## src/rtl/square_wave_period_detector.sv

```systemverilog
// Schmitt-trigger squaring of a signed audio-rate sample stream, measuring period
// and high time in clk cycles between consecutive rising transitions, with loss-of-lock.
module square_wave_period_detector #(
    parameter logic signed [15:0] HIGH_THRESHOLD    = 16'sd10923,
    parameter logic signed [15:0] LOW_THRESHOLD     = 16'sd5461,
    parameter int unsigned        MAX_PERIOD_CYCLES = 50000000,
    parameter int unsigned        COUNT_WIDTH       = 32
) (
    input  logic                   clk,
    input  logic                   I_RST,
    input  logic                   audio_clk_en,
    input  logic signed [15:0]     in,
    output logic                   level,
    output logic [COUNT_WIDTH-1:0] period_cycles,
    output logic [COUNT_WIDTH-1:0] high_cycles,
    output logic                   measurement_valid,
    output logic                   locked,
    output logic                   timeout
);

    localparam logic [1:0] ST_IDLE = 2'd0;
    localparam logic [1:0] ST_HIGH = 2'd1;
    localparam logic [1:0] ST_LOW  = 2'd2;

    localparam logic [COUNT_WIDTH-1:0] MAX_CNT = COUNT_WIDTH'(MAX_PERIOD_CYCLES);
    localparam logic [COUNT_WIDTH-1:0] ONE     = COUNT_WIDTH'(1);

    generate
        if (LOW_THRESHOLD >= HIGH_THRESHOLD) begin : g_bad_thresholds
            $error("LOW_THRESHOLD must be strictly below HIGH_THRESHOLD");
        end
        if (64'(MAX_PERIOD_CYCLES) >= (64'd1 << COUNT_WIDTH)) begin : g_bad_width
            $error("COUNT_WIDTH too narrow to hold MAX_PERIOD_CYCLES");
        end
    endgenerate

    logic [1:0]             state;
    logic [1:0]             state_nxt;
    logic [COUNT_WIDTH-1:0] cyc;
    logic [COUNT_WIDTH-1:0] cyc_nxt;
    logic [COUNT_WIDTH-1:0] cyc_inc;
    logic [COUNT_WIDTH-1:0] hi_lat;
    logic [COUNT_WIDTH-1:0] hi_lat_nxt;
    logic [COUNT_WIDTH-1:0] period_nxt;
    logic [COUNT_WIDTH-1:0] high_nxt;
    logic                   level_nxt;
    logic                   valid_nxt;
    logic                   locked_nxt;
    logic                   timeout_nxt;
    logic                   rise;
    logic                   fall;
    logic                   limit_hit;

    // Hysteresis: only a strobed sample outside the band can move the level
    always_comb begin
        level_nxt = level;
        if (audio_clk_en) begin
            if (in >= HIGH_THRESHOLD) begin
                level_nxt = 1'b1;
            end else if (in <= LOW_THRESHOLD) begin
                level_nxt = 1'b0;
            end
        end
    end

    assign rise      = level_nxt & ~level;
    assign fall      = ~level_nxt & level;
    assign cyc_inc   = cyc + ONE;
    assign limit_hit = (cyc_inc == MAX_CNT);

    // Next-state and registered-output values; a rise outranks a coincident timeout
    always_comb begin
        state_nxt   = state;
        hi_lat_nxt  = hi_lat;
        period_nxt  = period_cycles;
        high_nxt    = high_cycles;
        valid_nxt   = 1'b0;
        locked_nxt  = locked;
        timeout_nxt = 1'b0;
        cyc_nxt     = (cyc == MAX_CNT) ? cyc : cyc_inc;
        if (rise) begin
            cyc_nxt = '0;
        end
        case (state)
            ST_IDLE: begin
                if (rise) begin
                    state_nxt = ST_HIGH;
                end
            end
            ST_HIGH: begin
                if (fall) begin
                    hi_lat_nxt = cyc_inc;
                    state_nxt  = ST_LOW;
                end
            end
            ST_LOW: begin
                if (rise) begin
                    period_nxt = cyc_inc;
                    high_nxt   = hi_lat;
                    valid_nxt  = 1'b1;
                    locked_nxt = 1'b1;
                    state_nxt  = ST_HIGH;
                end
            end
            default: state_nxt = ST_IDLE;
        endcase
        if ((state == ST_HIGH || state == ST_LOW) && !rise && limit_hit) begin
            timeout_nxt = 1'b1;
            locked_nxt  = 1'b0;
            period_nxt  = '0;
            high_nxt    = '0;
            state_nxt   = ST_IDLE;
        end
    end

    always_ff @(posedge clk) begin
        if (I_RST) begin
            state             <= ST_IDLE;
            cyc               <= '0;
            hi_lat            <= '0;
            level             <= 1'b0;
            period_cycles     <= '0;
            high_cycles       <= '0;
            measurement_valid <= 1'b0;
            locked            <= 1'b0;
            timeout           <= 1'b0;
        end else begin
            state             <= state_nxt;
            cyc               <= cyc_nxt;
            hi_lat            <= hi_lat_nxt;
            level             <= level_nxt;
            period_cycles     <= period_nxt;
            high_cycles       <= high_nxt;
            measurement_valid <= valid_nxt;
            locked            <= locked_nxt;
            timeout           <= timeout_nxt;
        end
    end

endmodule

```

## config.mk

```make
export PLATFORM = sky130hd
export DESIGN_NAME = square_wave_period_detector
export DESIGN_NICKNAME = d
export VERILOG_FILES = /design/src/rtl/square_wave_period_detector.sv
export SDC_FILE = /design/constraint.sdc
export NUM_CORES = 1
export LEC_CHECK = 0
export ABC_AREA = 1
export BUFFER_PORTS_ARGS = -buffer_cell sky130_fd_sc_hd__buf_2
export CAP_MARGIN = 15
export CORE_UTILIZATION = 50
export DETAILED_ROUTE_END_ITERATION = 10
export PLACE_DENSITY_LB_ADDON = 0.2
export SLEW_MARGIN = 0
export SYNTH_ARGS = -nofsm -noshare
export SYNTH_HDL_FRONTEND = slang
export SYNTH_SLANG_ARGS = --single-unit
```

## constraint.sdc

```tcl
create_clock -name clk -period 3.12 [get_ports clk]
set_input_delay 0.624 -clock clk [delete_from_list [all_inputs] [get_ports clk]]
set_output_delay 0.624 -clock clk [all_outputs]
set_load 0.03 [all_outputs]
```

==> run metrics, run 1 <==
Clock Sinks between 100 and 150; die area 12300 µm²; setup bufs post-CTS 0; Reg clk slew, reported paths approximately 60 ps; post-synthesis compound-gate area fraction under 10%; post-synthesis mux area share 5.56%; TNS Setup 0 ps; CP Class reg2reg; Yosys cell types 27; Internal between 3 and 4 mW; CP peak stage delay 550 ps; largest family of logic cells by synthesized area simple AND/OR/NAND/NOR gates; core area 11500 µm²; relative slew slack 34.9%; RSZ-0062 raised after global routing false; CP Cell Sequence ha_1 > nand2_1 > nor2_4 > nand2_1 > clkinv_1 > nand2_1 > nand2_1 > inv_2 > nor2_1 > nand2_1 > nor3_1 > nand4_1 > nand2_2 > buf_4 > nor2_1; Vias 5597; Seq/Total Area, Yosys a little under half; row count 39; Worst Tran Pin Value around 980 ps; Cell Pwr Density 561 nW/µm²; 1st-iter DRT viols approximately 370; Ys Warns 0; Inserted Clock Buffers 17; Mapped Cells around 850; Final ANT Viol Nets 0; initial antenna violation count 0; total track usage 26.2%; via density per instance 5.14; most used cell, CP nand2_1; drt drc 0; Tmin final 2680 ps; syn_area_per_cell between 7 and 8 µm²; P&R area growth vs syn 20.6%; sequential power share roughly 43%; routed len/inst roughly 14 µm; Chip Width 111 µm; max-slew violation count 0; vias in the first global route 5256; status completed; layout cells sized above 1 14.7%; simple-gate share of the synthesized area 30.8%; Max IR drop VDD 0.460 mV; Initial Utilization 51.6%; Storage cell area approximately 2700 µm²; Synth Area in XOR/XNOR less than 1%; CTS HTree Levels 4; DRT Pass-1 Iters 6; period utilisation layout 85.9%; IO Count 87; hold_buf cts 0; Final Hold Viols 0; Logic pwr share 3.6%; Die Y 111 µm; highest fanout seen on the critical path 19; Hold WC Path Type in2reg; FF+latch count, synth 134; pre-CTS setup slack 473 ps; Placer Congestion ~0.9; # nets final 958; Post-Syn Nets 871; Max Cap Violations 0; Min Hold Slack 469 ps; Sw Ratio 21.9%; P_leak 2.87 nW; fin area 7160 µm²; Placed Instance Area 6530 µm²; clk buf depth 2; CP delay by family, top simple AND/OR/NAND/NOR gates; pin count of the biggest net entering global routing 64; adder-cell share of the synthesized area 1.26%; Clock Skew between 10 and 15 ps; Final WS setup 440 ps; final setup fails 0; multi-input gate area in the final layout 2830 µm²; Layout fillers approximately 1100; Crit path buffers/inverters 3; Sw Pwr about 0.88 mW; maximum clock frequency 373 MHz; worst-skew pair later-pin latency 420 ps; CP Data Required Time 3420 ps; post_cts resized 0; routed wire length 15400 µm; synthesized area a little under 6000 µm²; # diodes 0; slowest cell on the critical path dfxtp_1; startpoint types flip-flop; CTS Root Cell clkbuf_16; Remaining Overflow, GRT 0; first-pass GRT wire length 25400 µm; port bufs 86; Clock power frac roughly 53%; DP HPWL 11000 µm; Critical Path Sink Type flip-flop; CTS tree done; Critical Path AT 2980 ps
[synthesized netlist by cell type (all sizes together)]
cell type | count | area share (%)
a21oi | 67 | 5.6
and2 | 1 | 0.11
buf | 10 | 1.3
clkbuf | 18 | 1.1
clkinv | 1 | 0.063
dfxtp | 134 | 45
ha | 6 | 1.3
inv | 78 | 4.9
mux2i | 33 | 5.6
nand2 | 168 | 11
nand3 | 35 | 2.9
nand3b | 1 | 0.13
nand4 | 14 | 1.5
nor2 | 221 | 14
nor3 | 12 | 1.0
nor4 | 1 | 0.11
o211ai | 1 | 0.13
o21ai | 39 | 3.3
o21bai | 4 | 0.51
or2 | 1 | 0.11
xor2 | 1 | 0.15
[cell families (layout without fill, tap and decap cells)]
| logic type | Yosys count | after routing |
|---|---|---|
| and+or+nand+nor | 454 | 454 |
| DFF | 134 | 134 |
| AOI/OAI and AO/OA | 111 | 111 |
| buffers and inverters | 107 | 207 |
| muxes | 33 | 33 |
| adders and majority gates | 6 | 6 |
| xor gates and xnor gates | 1 | 1 |
[cells in the final DEF (no fill, tap or decap), drive strengths merged]
cell type,count
a21oi,67
and2,1
buf,96
bufinv,4
clkbuf,19
clkinv,4
clkinvlp,2
dfxtp,134
ha,6
inv,82
mux2i,33
nand2,168
nand3,35
nand3b,1
nand4,14
nor2,221
nor3,12
nor4,1
o211ai,1
o21ai,39
o21bai,4
or2,1
xor2,1
[per-stage QoR]
step	util, %	instances	power (mW)
after floorplan	-	846	1.86
after global placement	56.7	1057	1.91
after detailed placement	56.7	1057	1.91
after CTS	62.2	1089	4.04
after global routing	62.2	1089	4.13
final	62.2	1089	4.02
[power groups by stage]
stage / Clock, mW / Sequential, mW / Combinational (mW)
global placement: 0 / 1.77 / 0.140
CTS: 2.16 / 1.73 / 0.143
finish: 2.14 / 1.73 / 0.143
global route: 2.24 / 1.73 / 0.160
floorplan: 0 / 1.77 / 0.0918
detailed placement: 0 / 1.77 / 0.142
[registers in the layout, summed over array words and instances, names as in the netlist]
name,flops
cyc,32
hi_lat,32
high_cycles,32
period_cycles,32
state,2
level,1
locked,1
measurement_valid,1
timeout,1
[worst paths after layout]
path	slack, ps	start	cells after the start	end
worst max-delay path	440	cyc[0]	15	period_cycles[18]
worst min-delay path	470	I_RST	2	level
worst max register to register	440	cyc[0]	15	period_cycles[18]
worst min register to register	480	locked	2	locked
[layer usage]
layer / up-vias / routed length (µm) / GRT usage, %
met3: 19 / 1010 / 6.01
met5: - / 0 / 0
met1: 2558 / 7290 / 35.9
met4: 0 / 271 / 8.86
li1: 2870 / - / -
met2: 150 / 6780 / 40.5
[worst reg2reg max path, delay by kind of cell, from the launching register on]
family	cells	cell delay, ps
flops	1	550
simple gates	11	1330
fa+ha+maj	1	300
buf+inv	3	400
[layout make-up]
type | instances | area share, %
Inverter | 79 | 4.14
Multi-Input combinational cell | 605 | 39.5
Sequential cell | 134 | 37.4
Clock inverter | 13 | 2.69
Tap cell | 143 | 2.50
Clock buffer | 19 | 6.18
Timing Repair Buffer | 96 | 7.58
No activity file was read; power rests on OpenSTA's default activity.
==> run 2, diff against run 1 <==
- ABC_AREA: 1 -> default
==> run metrics, run 2 <==
R2R Path Start cyc[1]; multi-input gate area in the final layout 2690 µm² (-5.0%); Storage cell area 2690 µm² (+0.42%); Max IR drop VDD 0.360 mV (-22%); # nets final 765 (-20%); commonest non-fill, non-tap cell in the layout dfxtp_1; routed wire length 13500 µm (-12%); IO Count 87 (unchanged); port bufs 86 (unchanged); most instantiated cells after synthesis dfxtp_1 (134), nor2_1 (111), nand2_1 (83), a211oi_1 (64), a21oi_1 (41); RSZ-0062 raised after global routing true; worst-skew pair later-pin latency 530 ps (+110 ps); Inserted Clock Buffers 17 (unchanged); Max Cap Violations 0 (unchanged); final setup fails 0 (unchanged); Hold WC Path Type in2reg; top-area cell type share of the netlist area 48.7% (+3.5 points); initial antenna violation count 0 (unchanged); most common flop cell mapped by yosys dfxtp_1; DRT Pass-1 Iters 5 (-1); most frequent cell after synthesis dfxtp_1; row count 37 (-5.1%); Remaining Overflow, GRT 0 (unchanged); FF+latch count, synth 134 (unchanged); syn_area_per_cell 8.55 µm² (+22%); Reg clk slew, reported paths 60 ps (about the same); met3 global-route usage 6.57% (+0.55 points); Ys Warns 0 (unchanged); Critical R2R Capture period_cycles[29]; Register-to-Register Path Depth 11 (-4); slowest cell on the critical path or4_4; Crit path buffers/inverters 3 (unchanged); Sw Pwr 0.853 mW (-3.0%); CTS HTree Levels 4 (unchanged); Initial Utilization 52.4% (+0.85 points); async set-reset flop share out of synthesis 0% (unchanged); vias in the first global route 4507 (-14%); via density per instance 5.49 (+6.9%); CP peak stage delay 490 ps (-60 ps); Die Y 107 µm (-3.6%); routing usage on met1 28.6% (-7.2 points); Seq/Total Area, Yosys 48.7% (+3.5 points); TNS Setup 0 ps (unchanged); CTS Root Cell clkbuf_8; Clock Sinks 134 (unchanged); layout cells sized above 1 25.0% (+10 points); Sw Ratio 22.2% (+0.27 points); CP Cell Sequence ha_4 > nand3_2 > or4_4 > buf_4 > nor3_1 > mux2i_1 > or2_2 > o41ai_4 > buf_6 > clkbuf_16 > a211oi_1; sequential power share 45.5% (+2.4 points); Critical Path Sink Type flip-flop; routed len/inst 15.2 µm (+7.9%); global routing's busiest layer met2; drt drc 0 (unchanged); Critical Path AT 3440 ps (+460 ps); met2 global-route usage 39.4% (-1.2 points); status completed; Vias 4883 (-13%); relative slew slack 59.6% (+25 points); CTS tree done; dominant cell type by area after synthesis dfxtp_1; period utilisation layout 97.9% (+12 points); Internal 3.00 mW (-4.6%); CP delay by family, top simple AND/OR/NAND/NOR gates; startpoint types flip-flop; Critical path destination period_cycles[29]; Clock power frac 48.9% (-4.4 points); EDFF count, synth 0 (unchanged); # diodes 0 (unchanged); Clock Skew 8.66 ps (-1.48 ps); max-slew violation count 0 (unchanged); Final Hold Viols 0 (unchanged); FF-to-FF setup slack 70 ps (-370 ps); clk buf depth 2 (unchanged); hold_buf cts 0 (unchanged); Chip Width 107 µm (-3.6%); 1st-iter DRT viols 234 (-37%); maximum clock frequency 328 MHz (-12%); synthesized area 5510 µm² (-7.2%); total track usage 23.6% (-2.6 points); Yosys cell types 49 (+81%); CP Class reg2reg; top post-synthesis cells by area dfxtp_1 (49%), a211oi_1 (8.7%), nor2_1 (7.6%); die area 11400 µm² (-7.1%); Tot Pwr 3.85 mW (-4.2%); Final ANT Viol Nets 0 (unchanged); first-pass GRT wire length 21100 µm (-17%); Cell Pwr Density 553 nW/µm² (-1.5%); most frequent cells in the layout dfxtp_1 (129), nor2_1 (110), buf_2 (86); Logic pwr share 5.6% (+2.0 points); Mapped Cells 644 (-24%); P_leak 2.63 nW (-8.2%); Placer Congestion 0.873 (-5.1%); Tmin final 3050 ps (+374 ps); Layout fillers 885 (-18%); CP Data Required Time 3510 ps (+90 ps); crit path launch cyc[1]; highest fanout seen on the critical path 8 (-11); DP HPWL 8940 µm (-19%); Worst Tran Pin Value 600 ps (-377 ps); pin count of the biggest net entering global routing 52 (-19%); CP Depth 11 (-4); core area 10500 µm² (-8.7%); Post-Syn Nets 669 (-23%); P&R area growth vs syn 26.4%
==> run 2: cell types whose count changed in the layout (fill, tap and decap cells not counted), sizes merged, moves of 29 or more <==
cell,before,now
o21ai,39,9
nand2,168,83
mux2i,33,4
nor2,221,111
inv,82,9
a211oi,0,64
==> run 2: worst min-delay path by stage <==
| stage | startpoint | endpoint | slack [ps] | cells past startpoint |
|---|---|---|---|---|
| 2_1_floorplan | hi_lat[24] | high_cycles[24] | 430 | 2 |
| 3_3_place_gp | high_cycles[29] | high_cycles[29] | 440 | 2 |
| 3_5_place_dp | hi_lat[21] | high_cycles[21] | 440 | 2 |
| 4_1_cts | in[15] | level | 410 | 3 |
| 5_1_grt | in[15] | level | 410 | 3 |
| 6_report | in[15] | level | 430 | 3 |
==> run 2: layout make-up <==
class / instances / area share, %
repair buffers: 125 / 11.8
multi-input cells: 453 / 38.6
well taps: 136 / 2.44
clock buffers: 24 / 6.61
clock inverters: 8 / 1.42
flip-flops and latches: 134 / 38.7
inverters: 9 / 0.485
==> run 2: cell families (layout without fill, tap and decap cells) <==
logic type / count (synthesis) / after routing / share of synthesized area [%]
buf+inv: 57 / 166 / 4.59
fa+ha+maj: 6 / 6 / 1.36
mux: 4 / 4 / 0.727
flops: 134 / 134 / 48.7
compound gates: 135 / 135 / 16.5
simple gates: 277 / 277 / 23.2
xor+xnor: 31 / 31 / 4.93
==> run 2: worst reg2reg max path: stages, from the launching register on <==
cell,delay [ps]
dfxtp_4,370
ha_4,140
nand3_2,80
or4_4,490
buf_4,170
nor3_1,300
mux2i_1,130
or2_2,330
o41ai_4,460
buf_6,230
clkbuf_16,180
a211oi_1,50
==> run 2: power by group through the flow <==
| stage | clock [mW] | combinational, mW | sequential [mW] |
|---|---|---|---|
| after global placement | 0 | 0.177 | 1.78 |
| after floorplan | 0 | 0.124 | 1.79 |
| after CTS | 1.91 | 0.187 | 1.75 |
| after global routing | 2.00 | 0.235 | 1.75 |
| after detailed placement | 0 | 0.186 | 1.79 |
| final | 1.88 | 0.214 | 1.75 |
==> run 2: metal layers <==
layer / share of wire, % / routed length (µm)
met5: 0 / 0
met4: 2.2 / 292
met3: 4.6 / 619
met2: 48 / 6510
met1: 45 / 6110
==> run 2: stage by stage <==
stage | hold slack (ps) | setup WS (ps) | instance area (µm²) | util (%) | std cells
3_3_place_gp | 441 | 128 | 6170 | 58.7 | 850
4_1_cts | 406 | 7.91 | 6730 | 64.0 | 882
5_1_grt | 406 | -48.0 | 6960 | 66.2 | 889
6_report | 431 | 66.6 | 6960 | 66.2 | 889
2_1_floorplan | 430 | 20.3 | 5510 | - | 644
3_5_place_dp | 444 | 19.2 | 6170 | 58.7 | 850
==> run 2: what timing repair did <==
item                                    in CTS  in global routing
gates resized for setup                      0                 32
setup buffers                                0                  2
endpoints found under the setup margin       0                 67
==> run 3, diff against run 2 <==
- CELL_PAD_IN_SITES_DETAIL_PLACEMENT: default -> 0
- CELL_PAD_IN_SITES_GLOBAL_PLACEMENT: default -> 1
- CORE_UTILIZATION: 50 -> 42
==> run metrics, run 3 (synthesis gave the netlist of run 2 again) <==
CP Class reg2reg; Inserted Clock Buffers 17 (unchanged); Die Y 117 µm (+8.9%); Reg clk slew, reported paths 50 ps (about the same); first-pass GRT wire length 21500 µm (+1.8%); most frequent cells in the layout dfxtp_1 (134), nor2_1 (111), buf_2 (86); via density per instance 5.12 (-6.9%); drt drc 0 (unchanged); relative slew slack 63.7% (+4.0 points); routed len/inst 14.0 µm (-7.8%); Critical R2R Capture period_cycles[15]; CTS HTree Levels 4 (unchanged); core area 12700 µm² (+21%); port bufs 86 (unchanged); # nets final 765 (unchanged); CTS Root Cell clkbuf_16; hold_buf cts 0 (unchanged); worst-skew pair later-pin latency 420 ps (-110 ps); final setup fails 0 (unchanged); Hold WC Path Type reg2reg; initial antenna violation count 0 (unchanged); Clock Skew 12.9 ps (+4.20 ps); fin cells 925 (+4.0%); R2R Path Start cyc[1]; max-slew violation count 0 (unchanged); Max IR drop VDD 0.373 mV (+3.8%); Critical Path AT 3260 ps (-180 ps); Worst Tran Pin Value 541 ps (-58.6 ps); TNS Setup 0 ps (unchanged); # diodes 0 (unchanged); Final ANT Viol Nets 0 (unchanged); Critical path destination period_cycles[15]; Placer Congestion 0.883 (+1.2%); period utilisation layout 95.8% (-2.1 points); Vias 4732 (-3.1%); Chip Width 117 µm (+8.9%); CP Data Required Time 3390 ps (-120 ps); Cell Pwr Density 597 nW/µm² (+8.0%); Max Cap Violations 0 (unchanged); crit path launch cyc[1]; highest fanout seen on the critical path 34 (+26); CTS tree done; RSZ-0062 raised after global routing false; DP HPWL 9180 µm (+2.6%); row count 41 (+11%); Final Hold Viols 0 (unchanged); Initial Utilization 43.3% (-9.1 points); Tmin final 2990 ps (-64.8 ps); layout cells sized above 1 22.3% (-2.7 points); vias in the first global route 4447 (-1.3%); Remaining Overflow, GRT 0 (unchanged); status completed; DRT Pass-1 Iters 5 (unchanged); commonest non-fill, non-tap cell in the layout dfxtp_1; maximum clock frequency 335 MHz (+2.2%); placed insts 891 (+4.8%); IO Count 87 (unchanged); P&R area growth vs syn 25.9%; Register-to-Register Path Depth 11 (unchanged); total track usage 20.7% (-2.9 points); 1st-iter DRT viols 220 (-6.0%); Critical Path Sink Type flip-flop; clk buf depth 2 (unchanged); P_leak 2.65 nW (+0.66%); routed wire length 13000 µm (-4.0%); Clock Sinks 134 (unchanged); pin count of the biggest net entering global routing 49 (-5.8%); startpoint types flip-flop; FF-to-FF setup slack 130 ps (+60 ps); die area 13600 µm² (+19%)
[run 3: changes by cell type in the layout (fill, tap and decap cells not counted), moves of 5 or more]
cell,change
a21oi_2,-9
a21oi_1,+10
buf_4,+8
buf_6,-5
dfxtp_1,+5
[run 3: where the power goes]
| part | total [mW] | leakage [nW] | internal, mW | switching [mW] |
|---|---|---|---|---|
| logic | 0.187 | 1.25 | 0.0743 | 0.113 |
| registers | 1.75 | 1.08 | 1.73 | 0.0162 |
| clock network | 2.20 | 0.320 | 1.50 | 0.703 |
[run 3: worst min-delay path by stage]
stage                    start         endpoint  slack, ps  cells past startpoint
5_1_grt             hi_lat[10]  high_cycles[10]        470                      2
6_report       high_cycles[30]  high_cycles[30]        450                      2
3_3_place_gp         hi_lat[1]   high_cycles[1]        440                      2
3_5_place_dp   high_cycles[22]  high_cycles[22]        450                      2
2_1_floorplan       hi_lat[24]  high_cycles[24]        430                      2
4_1_cts        high_cycles[22]  high_cycles[22]        450                      2
[run 3: what timing repair did]
item | in CTS | in global routing
pin swaps | 1 | 4
endpoints found under the setup margin | 16 | 67
buffers inserted | 0 | 2
resized for setup | 0 | 2
gates cloned | 0 | 0
[run 3: layout make-up]
| class | count | area [µm²] |
|---|---|---|
| fill | 1271 | 5790 |
| sequential | 134 | 2680 |
| multi-input combinational | 453 | 2600 |
| timing repair buffer | 125 | 748 |
| clock buffer | 24 | 492 |
| tap | 172 | 215 |
| clock inverter | 8 | 168 |
| inverter | 9 | 33.8 |
[run 3: through the flow]
step / power [mW] / utilization, % / hold slack, ps / instance area, µm² / setup WS, ps
finish: 4.14 / 54.5 / 447 / 6940 / 131
global route: 4.30 / 54.5 / 466 / 6940 / 6.52
CTS: 4.19 / 54.3 / 453 / 6910 / 11.7
detailed placement: 1.97 / 49.1 / 445 / 6250 / -1.76
global placement: 1.97 / 49.1 / 440 / 6250 / 101
floorplan: 1.91 / - / 430 / 5510 / 20.3
[run 3: worst max-delay path, stage by stage, from the launching register on]
cell      delay [ps]
dfxtp_1          390
ha_1             210
nand3_2           90
or4_1            490
buf_4            180
nor3_2           270
mux2i_1          110
or2_2            320
o41ai_4          330
buf_4            180
buf_12           180
a211oi_1          70
[run 3: layer usage]
| metal | part of all wire [%] | up-vias | wire length [µm] | track usage (%) |
|---|---|---|---|---|
| met1 | 48 | 2196 | 6200 | 25.3 |
| met2 | 47 | 87 | 6160 | 33.5 |
| met4 | 1.3 | 0 | 164 | 10.1 |
| met3 | 3.6 | 16 | 465 | 5.86 |
| li1 | - | 2433 | - | - |
| met5 | 0 | - | 0 | 0 |
